File: src/rtl/cpu_pkg.sv
// Shared definitions for the ARM-subset pipeline.
//   ADDR_W_DEF / DATA_W_DEF : default address and instruction widths
//   RESET_PC_DEF            : default program counter after reset
//   PC_STEP                 : byte increment between sequential instructions
//   NOP_INSTR               : encoding used for pipeline bubbles
//   sat_inc()               : saturating increment shared by perf counters
package cpu_pkg;

    localparam int          ADDR_W_DEF   = 32;
    localparam int          DATA_W_DEF   = 32;
    localparam logic [31:0] RESET_PC_DEF = 32'h0000_0000;
    localparam int          PC_STEP      = 4;
    localparam logic [31:0] NOP_INSTR    = 32'h0000_0000;

    // Increment v (interpreted as a w-bit value, 1 <= w <= 64), sticking at
    // all-ones instead of wrapping. Callers cast to and from 64 bits.
    function automatic logic [63:0] sat_inc(input logic [63:0] v, input int unsigned w);
        logic [63:0] mask;
        mask = (w >= 64) ? {64{1'b1}} : ((64'd1 << w) - 64'd1);
        if ((v & mask) == mask) begin
            return mask;
        end
        return (v + 64'd1) & mask;
    endfunction

endpackage

File: src/rtl/if_pc_reg.sv
// Program counter register for the fetch stage.
//   clk, rst   : clock and synchronous active-high reset (pc -> RESET_PC)
//   load       : take load_addr (word-aligned) this edge; beats en
//   load_addr  : redirect target byte address
//   en         : advance pc by PC_STEP this edge
//   pc         : current program counter (always word aligned)
//   pc_inc     : pc + PC_STEP, modulo 2^ADDR_W
module if_pc_reg
    import cpu_pkg::*;
#(
    parameter int               ADDR_W   = ADDR_W_DEF,
    parameter logic [ADDR_W-1:0] RESET_PC = RESET_PC_DEF[ADDR_W-1:0]
) (
    input  logic              clk,
    input  logic              rst,
    input  logic              load,
    input  logic [ADDR_W-1:0] load_addr,
    input  logic              en,
    output logic [ADDR_W-1:0] pc,
    output logic [ADDR_W-1:0] pc_inc
);

    logic [ADDR_W-1:0] pc_q;

    // Natural ADDR_W-bit addition gives the required wrap at the top of memory.
    assign pc_inc = pc_q + ADDR_W'(PC_STEP);
    assign pc     = pc_q;

    always_ff @(posedge clk) begin
        if (rst) begin
            pc_q <= RESET_PC;
        end else if (load) begin
            pc_q <= {load_addr[ADDR_W-1:2], 2'b00};
        end else if (en) begin
            pc_q <= pc_inc;
        end
    end

endmodule

File: src/rtl/if_fetch_stage.sv
// Instruction-fetch stage: owns the PC, addresses instruction memory,
// registers the returned word into IF/ID, and counts fetches/stalls.
//   clk, rst      : clock, synchronous active-high reset
//   freeze        : hazard stall, hold PC and IF/ID
//   branch_taken  : redirect from EXE (flushes IF/ID, beats freeze/wait)
//   branch_addr   : redirect target byte address
//   imem_addr     : byte address to instruction memory (= pc)
//   imem_rdata    : instruction word for imem_addr
//   imem_ready    : imem_rdata valid this cycle
//   id_pc         : PC+4 of the instruction held in IF/ID
//   id_instr      : instruction held in IF/ID
//   id_valid      : IF/ID holds a real instruction
//   fetch_count   : instructions delivered to IF/ID (saturating)
//   stall_count   : freeze or wait-state cycles (saturating)
module if_fetch_stage
    import cpu_pkg::*;
#(
    parameter int                ADDR_W   = ADDR_W_DEF,
    parameter int                DATA_W   = DATA_W_DEF,
    parameter logic [ADDR_W-1:0] RESET_PC = RESET_PC_DEF[ADDR_W-1:0],
    parameter int                CNT_W    = 32
) (
    input  logic              clk,
    input  logic              rst,
    input  logic              freeze,
    input  logic              branch_taken,
    input  logic [ADDR_W-1:0] branch_addr,
    output logic [ADDR_W-1:0] imem_addr,
    input  logic [DATA_W-1:0] imem_rdata,
    input  logic              imem_ready,
    output logic [ADDR_W-1:0] id_pc,
    output logic [DATA_W-1:0] id_instr,
    output logic              id_valid,
    output logic [CNT_W-1:0]  fetch_count,
    output logic [CNT_W-1:0]  stall_count
);

    logic [ADDR_W-1:0] pc;
    logic [ADDR_W-1:0] pc_inc;
    logic              advance;
    logic              stall;

    logic [ADDR_W-1:0] id_pc_p1;
    logic [DATA_W-1:0] id_instr_p1;
    logic              vld_p1;
    logic [CNT_W-1:0]  fetch_cnt_q;
    logic [CNT_W-1:0]  stall_cnt_q;

    // Redirect wins over everything; freeze wins over a memory wait.
    assign advance = !branch_taken && !freeze && imem_ready;
    assign stall   = !branch_taken && (freeze || !imem_ready);

    if_pc_reg #(
        .ADDR_W   (ADDR_W),
        .RESET_PC (RESET_PC)
    ) u_pc (
        .clk       (clk),
        .rst       (rst),
        .load      (branch_taken),
        .load_addr (branch_addr),
        .en        (advance),
        .pc        (pc),
        .pc_inc    (pc_inc)
    );

    assign imem_addr = pc;

    // ---- IF -> ID pipeline boundary ----
    always_ff @(posedge clk) begin
        if (rst) begin
            id_pc_p1    <= '0;
            id_instr_p1 <= DATA_W'(NOP_INSTR);
            vld_p1      <= 1'b0;
        end else if (branch_taken) begin
            id_pc_p1    <= '0;
            id_instr_p1 <= DATA_W'(NOP_INSTR);
            vld_p1      <= 1'b0;
        end else if (freeze) begin
            id_pc_p1    <= id_pc_p1;
            id_instr_p1 <= id_instr_p1;
            vld_p1      <= vld_p1;
        end else if (!imem_ready) begin
            // ID has consumed the previous entry, so insert a bubble.
            id_instr_p1 <= DATA_W'(NOP_INSTR);
            vld_p1      <= 1'b0;
        end else begin
            id_pc_p1    <= pc_inc;
            id_instr_p1 <= imem_rdata;
            vld_p1      <= 1'b1;
        end
    end

    always_ff @(posedge clk) begin
        if (rst) begin
            fetch_cnt_q <= '0;
            stall_cnt_q <= '0;
        end else begin
            if (advance) begin
                fetch_cnt_q <= CNT_W'(sat_inc(64'(fetch_cnt_q), CNT_W));
            end
            if (stall) begin
                stall_cnt_q <= CNT_W'(sat_inc(64'(stall_cnt_q), CNT_W));
            end
        end
    end

    assign id_pc       = id_pc_p1;
    assign id_instr    = id_instr_p1;
    assign id_valid    = vld_p1;
    assign fetch_count = fetch_cnt_q;
    assign stall_count = stall_cnt_q;

endmodule
File: config.mk
export PLATFORM = sky130hd
export DESIGN_NAME = if_fetch_stage
export DESIGN_NICKNAME = d
export VERILOG_FILES = /design/src/rtl/cpu_pkg.sv /design/src/rtl/if_pc_reg.sv /design/src/rtl/if_fetch_stage.sv
export SDC_FILE = /design/constraint.sdc
export NUM_CORES = 1
export LEC_CHECK = 0
export CAP_MARGIN = 20
export CORE_AREA = 2 2 121 123
export CTS_BUF_LIST = sky130_fd_sc_hd__clkbuf_4 sky130_fd_sc_hd__clkbuf_8
export DETAILED_ROUTE_END_ITERATION = 8
export DIE_AREA = 0 0 123 125
export DONT_BUFFER_PORTS = 1
export PLACE_DENSITY = 0.74
export SLEW_MARGIN = 20
export SYNTH_ARGS = -nofsm -noshare
export SYNTH_HDL_FRONTEND = slang
export SYNTH_SLANG_ARGS = --single-unit
File: constraint.sdc
create_clock -name clk -period 6.13 [get_ports clk]
set_input_delay 1.839 -clock clk [delete_from_list [all_inputs] [get_ports clk]]
set_output_delay 1.839 -clock clk [all_outputs]
set_load 0.05 [all_outputs]
* After elaboration in Yosys (flattened, before gate mapping)
Cells that the tools add are included.
Word-level totals: bits in registers 161, output and inout bits 161, logic and storage cells 37
Operators by class: $add $sub $neg 3, equality and inequality tests 2, muxes and demuxes 14, bitwise gates (word level) 1, reduce and logical (&&, ||, !) cells 10
Operators by type and width (number):
- 32-bit 2-to-1 mux | 7
- 32-bit by 1-bit adder with 32-bit output, second input constant | 2
- 32-bit == test, second input constant | 2
- 32-bit by 3-bit adder with 32-bit output, second input constant | 1
- 1-bit 2-to-1 mux | 7
- 1-bit logical AND | 3
- 1-bit logical NOT | 3
- 2-bit AND reduction | 1
- 2-bit nonzero test | 1
- 2-bit OR reduction | 1
- 1-bit logical OR | 1
- 1-bit inverter | 1

* Depth between registers and ports, before layout
Gate-level depths: netlist of the first run.
depth in word-level cells 6, gate-level depth with buffers 9

* Hierarchy
From an unflattened synthesis of the first run, not the netlist that was laid out.
Second synthesis, totals: cells, all modules 918, area total of the unflattened synthesis 7777.5 sq um
Modules (own cells, without submodules):
- if_fetch_stage | instances 1, cells each 603, area each 5360.1 sq um, seq. area each 2582.5 sq um
- if_pc_reg | instances 1, cells each 315, area each 2417.3 sq um, seq. area each 600.6 sq um

* Worst setup path after synthesis of the first run
OpenSTA, ideal clock, no wires.
path kind input-to-reg, from input freeze, to register fetch_cnt_q[14] (netlist: fetch_count[14]), data arrival time 3.499 ns, required time 6.058 ns, slack 2.559 ns, cell stages on the path 9, buffers on the path 4, cells stage by stage buf_2 > and4bb_1 > buf_4 > nand2_1 > or3_1 > or4_1 > buf_2 > buf_6 > a21oi_1
Between the ends: word-level cells in the longest chain between the ends 3
Ends and longest elaborated chain:
- start, declared | line if_fetch_stage.sv:25 | input logic freeze,
- 1-bit logical NOT | line if_fetch_stage.sv:50 | assign advance = !branch_taken && !freeze && imem_ready;
- 1-bit logical AND (2 in a row) | line if_fetch_stage.sv:50
- end signal, assigned | line if_fetch_stage.sv:99 | fetch_cnt_q <= CNT_W'(sat_inc(64'(fetch_cnt_q), CNT_W));
- end, declared | line if_fetch_stage.sv:46 | logic [CNT_W-1:0] fetch_cnt_q;
Every way passes these cells. A chain may end at the register's enable or synchronous reset.

* Worst setup path in the final report of the first run
from input imem_ready, to register stall_cnt_q[26] (netlist: stall_count[26])
Between the ends: word-level cells in the longest chain between the ends 3
Ends and longest elaborated chain:
- start, declared | line if_fetch_stage.sv:30 | input logic imem_ready,
- 1-bit logical NOT
- 1-bit logical OR | line if_fetch_stage.sv:51 | assign stall = !branch_taken && (freeze || !imem_ready);
- 1-bit logical AND | line if_fetch_stage.sv:51
- end signal, assigned | line if_fetch_stage.sv:102 | stall_cnt_q <= CNT_W'(sat_inc(64'(stall_cnt_q), CNT_W));
- end, declared | line if_fetch_stage.sv:47 | logic [CNT_W-1:0] stall_cnt_q;
Every way passes these cells.

==> results.sh, run 1 <==
export IMPL_yosysUniqueCellTypes=47
export IMPL_ys_seq_elements=157
export IMPL_syn_area_um2=7220
export IMPL_drive_gt1_share_pct=6.90
export IMPL_cp_data_arrival_time_ps=4000
export IMPL_die_w_um=123
export IMPL_synth_main_ff_cell="dfxtp_1"
export IMPL_htree_num_levels=4
export IMPL_yosys_warnings=0
export IMPL_grt_usage_pct=23.1
export IMPL_viasPerCell=5.98
export IMPL_dpl_cell_area_um2=7230
export IMPL_seq_area_frac_synth_pct=43.5
export IMPL_antenna_found_initial=0
export IMPL_nNetsFinal=871
export IMPL_max_slew_margin_rel_pct=27.5
export IMPL_outcome="finished clean"
export IMPL_row_count=44
export IMPL_grt_pass1_vias=5566
export IMPL_slowest_stage="nand4_1"
export IMPL_postRouteAntennaNets=0
export IMPL_tightest_slew_ps=1080
export IMPL_fin_crit_ps=3610
export IMPL_crit_chain="nor2b_4, nor3_1, and2_1, nand4_1, buf_6, a21oi_1"
export IMPL_grt_pass1_wl_mm=28.7
export IMPL_hold_buffers=0
export IMPL_first_iter_violations=401
export IMPL_num_io_pins=230
export IMPL_fin_ws_ps=2520
export IMPL_numCtsBuffers=17
export IMPL_drt_wl_total_mm=18.0
export IMPL_rsz0062_at_grt="false"
export IMPL_overflow=0
export IMPL_syn_inst=836
export IMPL_hold_viol_final=0
export IMPL_final_common_cell="dfxtp_1"
export IMPL_slowest_delay_ps=650
export IMPL_drv_slew=0
export IMPL_layout_worst_path_cycle_share_pct=58.9
export IMPL_synth_top_area_cell="dfxtp_1"
export IMPL_cts_tree="built"
export IMPL_critPathLaunchType="primary input"
export IMPL_vdd_drop_max_mv=0.146
export IMPL_port_buffers=0
export IMPL_setup_viol=0
export IMPL_initial_core_util_pct=50.9
export IMPL_required_ps=6520
export IMPL_synth_top_area_share_pct=43.5
export IMPL_die_y_um=125
export IMPL_path_max_fanout=15
export IMPL_clock_skew_ps=14.3
export IMPL_hold_slack_ps=722
export IMPL_root_buffer="clkbuf_8"
export IMPL_tns_ps=0
export IMPL_path_clk_slew_ps=90
export IMPL_clk_path_buf_depth=2
export IMPL_core_area_um2=14200
export IMPL_hold_class="reg -> reg"
export IMPL_power_total_mw=2.15
export IMPL_cap_violations=0
export IMPL_cts_sinks=157
export IMPL_postCtsResizedCells=0
export IMPL_timing_fmax_mhz=277
export IMPL_fp_dieArea_um2=15400
export IMPL_first_pass_iters=5
export IMPL_layout_common_cells="157 x dfxtp_1, 94 x nor2_1, 78 x a21oi_1"
export IMPL_synthTopCellsByArea="dfxtp_1 44%, xor2_1 8.4%, a21oi_1 5.4%"
export IMPL_drc_errors=0
export IMPL_clkLatencyLatePin_ps=450
export IMPL_wire_per_inst_um=18.1
export IMPL_post_cts_buffers=0
export IMPL_crit_type="in -> reg"
export IMPL_worst_setup_path_end_kind="register"
export IMPL_postLayoutCellArea_um2=7700
export IMPL_area_growth_pct=6.60
export IMPL_num_vias=5953
export IMPL_synth_area_per_cell_um2=8.64
export IMPL_preCtsSetupSlack_ps=1920
export IMPL_gp_congestion=0.796
export IMPL_grt_start_max_net_pins=104
export IMPL_hpwl_mm=12.0
export IMPL_n_antenna_cell=0
export IMPL_synthArstFlopShare_pct=0
export IMPL_synth_edff_count=0
export IMPL_p_leak_nw=2.55
export IMPL_power_density_nw_per_um2=279
==> final cells by class <==
class | count | area, um2
fill | 1343 | 6500
clock inverter | 13 | 204
tap | 184 | 230
multi-input combinational | 610 | 3800
inverter | 9 | 33.8
timing repair buffer | 4 | 33.8
clock buffer | 19 | 255
sequential | 157 | 3140
==> metal layers <==
layer	up-vias	global-route usage, %	wire length (um)
li1	2921	-	-
met1	2814	28.6	7560
met2	197	36.9	8630
met3	21	9.22	1600
met4	0	6.95	233
met5	-	0	0
==> logic make-up (layout without fill, tap and decap cells) <==
family / Yosys count / after routing / synth area share, %
other: 1 / 4 / 0.0519
and+or+nand+nor: 315 / 315 / 22.8
xor gates and xnor gates: 104 / 104 / 12.6
muxes: 6 / 6 / 0.831
buffers and inverters: 72 / 45 / 4.33
adders and majority gates: 3 / 3 / 0.520
DFF: 157 / 157 / 43.5
AOI/OAI and AO/OA: 178 / 178 / 15.3
==> through the flow <==
stage | instances | utilization [%]
after floorplan | 839 | -
after global placement | 963 | 50.9
after detailed placement | 963 | 50.9
after CTS | 995 | 54.1
after global routing | 996 | 54.2
final | 996 | 54.2
==> where the power goes <==
part	switching [mW]	internal (mW)
sequential	0.126	1.04
combinational	0.0512	0.0357
clock	0.423	0.472
==> state kept, by name, summed over array words and instances (netlist names) <==
| signal | flops |
|---|---|
| fetch_count | 32 |
| id_instr | 32 |
| stall_count | 32 |
| id_pc | 30 |
| u_pc.pc | 30 |
| id_valid | 1 |
==> synthesized netlist by cell type, types with 2 or more instances <==
library cell and n:
dfxtp_1 157, nor2_1 95, a21oi_1 78, xor2_1 69
nand2_1 47, clkbuf_1 46, nand4_1 44, nand3_1 36
xnor2_1 35, a211oi_1 33, a22oi_1 32, nor3_1 18
o21ai_0 18, and3_1 16, and4_1 16, nor4_1 14
inv_1 8, buf_2 7, a21oi_2 6, mux2i_1 6
and2_1 5, buf_4 5, or3_1 4, a311oi_1 3
and4bb_2 3, buf_1 3, ha_1 3, nor2b_1 3
a21o_1 2, a31oi_1 2, and4b_1 2, buf_6 2
nand4b_1 2, o21bai_1 2, or2_2 2
==> path summary, 6_finish.rpt <==
kind                                      from              end  slack, ps  depth (start not counted)
worst max-delay path                imem_ready  stall_count[26]       2520                          6
worst min-delay path                  id_valid         id_valid        720                          2
worst max register to register  stall_count[0]  stall_count[26]       2880                          7
worst min register to register        id_valid         id_valid        720                          2
==> worst max-delay path, delay by kind of cell <==
kind / cells / cell delay [ps]
AO/OA/AOI/OAI: 1 / 120
buffers and inverters: 1 / 390
AND/OR/NAND/NOR: 4 / 1640
Note: power is estimated with default switching activity, not from simulation.
==> run 2: changes to the inputs <==
Settings changed: ABC_AREA from default to 1, CORE_AREA 2 2 121 123 to 2 2 127 129, DIE_AREA 0 0 123 125 to 0 0 129 131, PLACE_DENSITY 0.74 to 0.73.
Clock period 6.13 ns to 3.57 ns, I/O delays scaled along.
==> results.sh, run 2 <==
export IMPL_port_buffers=0
export IMPL_path_clk_slew_ps=80
export IMPL_cap_violations=0
export IMPL_post_cts_buffers=0
export IMPL_grt_pass1_vias=6459
export IMPL_synth_edff_count=0
export IMPL_yosysUniqueCellTypes=40
export IMPL_synth_top_area_share_pct=39.5
export IMPL_slowest_stage="dfxtp_1"
export IMPL_fin_crit_ps=2480
export IMPL_core_area_um2=15600
export IMPL_cp_data_arrival_time_ps=2870
export IMPL_root_buffer="clkbuf_8"
export IMPL_n_antenna_cell=0
export IMPL_grt_pass1_wl_mm=33.4
export IMPL_setup_viol=0
export IMPL_path_buf_inv=1
export IMPL_critPathLaunchType="register"
export IMPL_die_y_um=131
export IMPL_postRouteAntennaNets=0
export IMPL_cp_top_family="simple AND/OR/NAND/NOR gates"
export IMPL_dp_cells=1308
export IMPL_drv_slew=0
export IMPL_clock_skew_ps=12.4
export IMPL_power_density_nw_per_um2=418
export IMPL_max_slew_margin_rel_pct=47.0
export IMPL_multi_input_area_um2=4190
export IMPL_syn_area_um2=7970
export IMPL_fin_ws_ps=1090
export IMPL_htree_num_levels=4
export IMPL_layout_worst_path_cycle_share_pct=69.3
export IMPL_reg2reg_depth=9
export IMPL_tightest_slew_ps=794
export IMPL_r2r_setup_slack_ps=1090
export IMPL_numCtsBuffers=17
export IMPL_initial_core_util_pct=51.1
export IMPL_antenna_found_initial=0
export IMPL_wire_per_inst_um=16.4
export IMPL_vdd_drop_max_mv=0.230
export IMPL_clkLatencyLatePin_ps=450
export IMPL_hpwl_mm=15.9
export IMPL_first_pass_iters=5
export IMPL_viasPerCell=5.48
export IMPL_ys_seq_elements=157
export IMPL_clk_path_buf_depth=2
export IMPL_nFillCells=1547
export IMPL_reg2reg_from="stall_count[0]"
export IMPL_synth_area_per_cell_um2=7.09
export IMPL_synthArstFlopShare_pct=0
export IMPL_num_io_pins=230
export IMPL_synthTopCellsByArea="dfxtp_1 39%, nand2_1 16%, nor2_1 6.4%"
export IMPL_cts_tree="built"
export IMPL_hold_path_cell_count=3
export IMPL_crit_type="reg -> reg"
export IMPL_nNetsFinal=1183
export IMPL_regArea_um2=3140
export IMPL_slowest_delay_ps=750
export IMPL_path_max_fanout=23
export IMPL_synth_main_ff_cell="dfxtp_1"
export IMPL_grt_usage_pct=25.0
export IMPL_syn_inst=1123
export IMPL_synthTopCellsByCount="331 x nand2_1, 157 x dfxtp_1, 136 x nor2_1"
export IMPL_num_vias=7344
export IMPL_drc_errors=0
export IMPL_first_iter_violations=513
export IMPL_row_count=46
export IMPL_min_from="fetch_count[1]"
export IMPL_overflow=0
export IMPL_synth_top_area_cell="dfxtp_1"
export IMPL_cts_sinks=157
export IMPL_required_ps=3960
export IMPL_die_w_um=129
export IMPL_outcome="finished clean"
export IMPL_instances_no_fill=1340
export IMPL_rsz0062_at_grt="false"
export IMPL_tns_ps=0
export IMPL_hold_buffers=0
export IMPL_seq_area_frac_synth_pct=39.5
export IMPL_worst_setup_path_end_kind="register"
export IMPL_drt_wl_total_mm=22.0
export IMPL_area_growth_pct=7.04
export IMPL_drive_gt1_share_pct=7.30
export IMPL_fp_dieArea_um2=16900
export IMPL_gp_congestion=0.915
export IMPL_grt_start_max_net_pins=80
export IMPL_rr_endpoint="stall_count[2]"
export IMPL_hold_viol_final=0
export IMPL_yosys_warnings=0
export IMPL_timing_fmax_mhz=404
export IMPL_preCtsSetupSlack_ps=988
export IMPL_synth_most_common_cell="nand2_1"
export IMPL_crit_chain="ha_1, nand3_1, nor2_8, nand3_4, nor2_4, nand3_4, inv_1, nor2_1, nor2_1"
export IMPL_p_leak_nw=3.27
export IMPL_worstHoldEndpoint="fetch_count[1]"
export IMPL_final_common_cell="nand2_1"
export IMPL_postCtsResizedCells=0
export IMPL_layout_common_cells="331 x nand2_1, 157 x dfxtp_1, 135 x nor2_1"
export IMPL_hold_class="reg -> reg"
run 2: cell types whose count changed after synthesis, sizes merged, moves of 33 or more:
cell    delta
xor2      -46
inv       +96
nand2    +289
a211oi    -33
nand3     +44
nor2      +62
run 2: power breakdown:
part | internal, mW | switching [mW]
Clock | 0.755 | 0.697
Sequential | 1.78 | 0.168
Combinational | 0.0544 | 0.109
Total | 2.59 | 0.974
run 2: layer usage:
metal | track usage, % | vias to the layer above | share of wire [%]
li1 | - | 3637 | -
met1 | 31.5 | 3419 | 42
met2 | 39.8 | 249 | 48
met3 | 8.67 | 39 | 8.0
met4 | 9.27 | 0 | 2.2
met5 | 0 | - | 0
run 2: tightest hold or removal path, delay by kind of cell (launching register included):
kind                       cells  cell delay (ps)
AOI/OAI and AO/OA              1              130
DFF                            1              340
and+or+nand+nor                1               50
adders and majority gates      1              120
run 2: final cells by class:
type / count / share of cell area (%)
Inverter: 106 / 4.70
Clock inverter: 11 / 1.86
Multi-Input combinational cell: 819 / 49.1
Tap cell: 216 / 3.17
Timing Repair Buffer: 10 / 1.03
Sequential cell: 157 / 36.9
Clock buffer: 21 / 3.24
run 2: through the flow:
step / hold slack [ps] / cell area [um2] / util (%) / total power [mW]
after global placement: 654 / 8090 / 51.9 / 2.15
after global routing: 641 / 8530 / 54.7 / 3.69
after CTS: 646 / 8530 / 54.7 / 3.59
after detailed placement: 665 / 8090 / 51.9 / 2.16
final: 676 / 8530 / 54.7 / 3.57
after floorplan: 672 / 7980 / - / 2.13
run 2: kinds of logic after synthesis:
logic type	after synthesis	share of synthesized area, %
AND/OR/NAND/NOR	608	33.7
flip-flops	157	39.5
XOR/XNOR	41	4.51
adder cells (fa/ha/maj)	3	0.471
other	1	0.0471
buffers and inverters	150	8.18
AO/OA/AOI/OAI	163	13.6
run 2: worst max-delay path by stage:
stage | start | to | slack (ps) | cells after the start
2_1_floorplan | branch_taken | stall_count[17] | 1390 | 10
3_3_place_gp | branch_taken | stall_count[29] | 990 | 10
3_5_place_dp | branch_taken | stall_count[31] | 990 | 10
4_1_cts | stall_count[0] | stall_count[2] | 1080 | 9
5_1_grt | stall_count[1] | stall_count[2] | 880 | 9
6_report | stall_count[0] | stall_count[2] | 1090 | 9
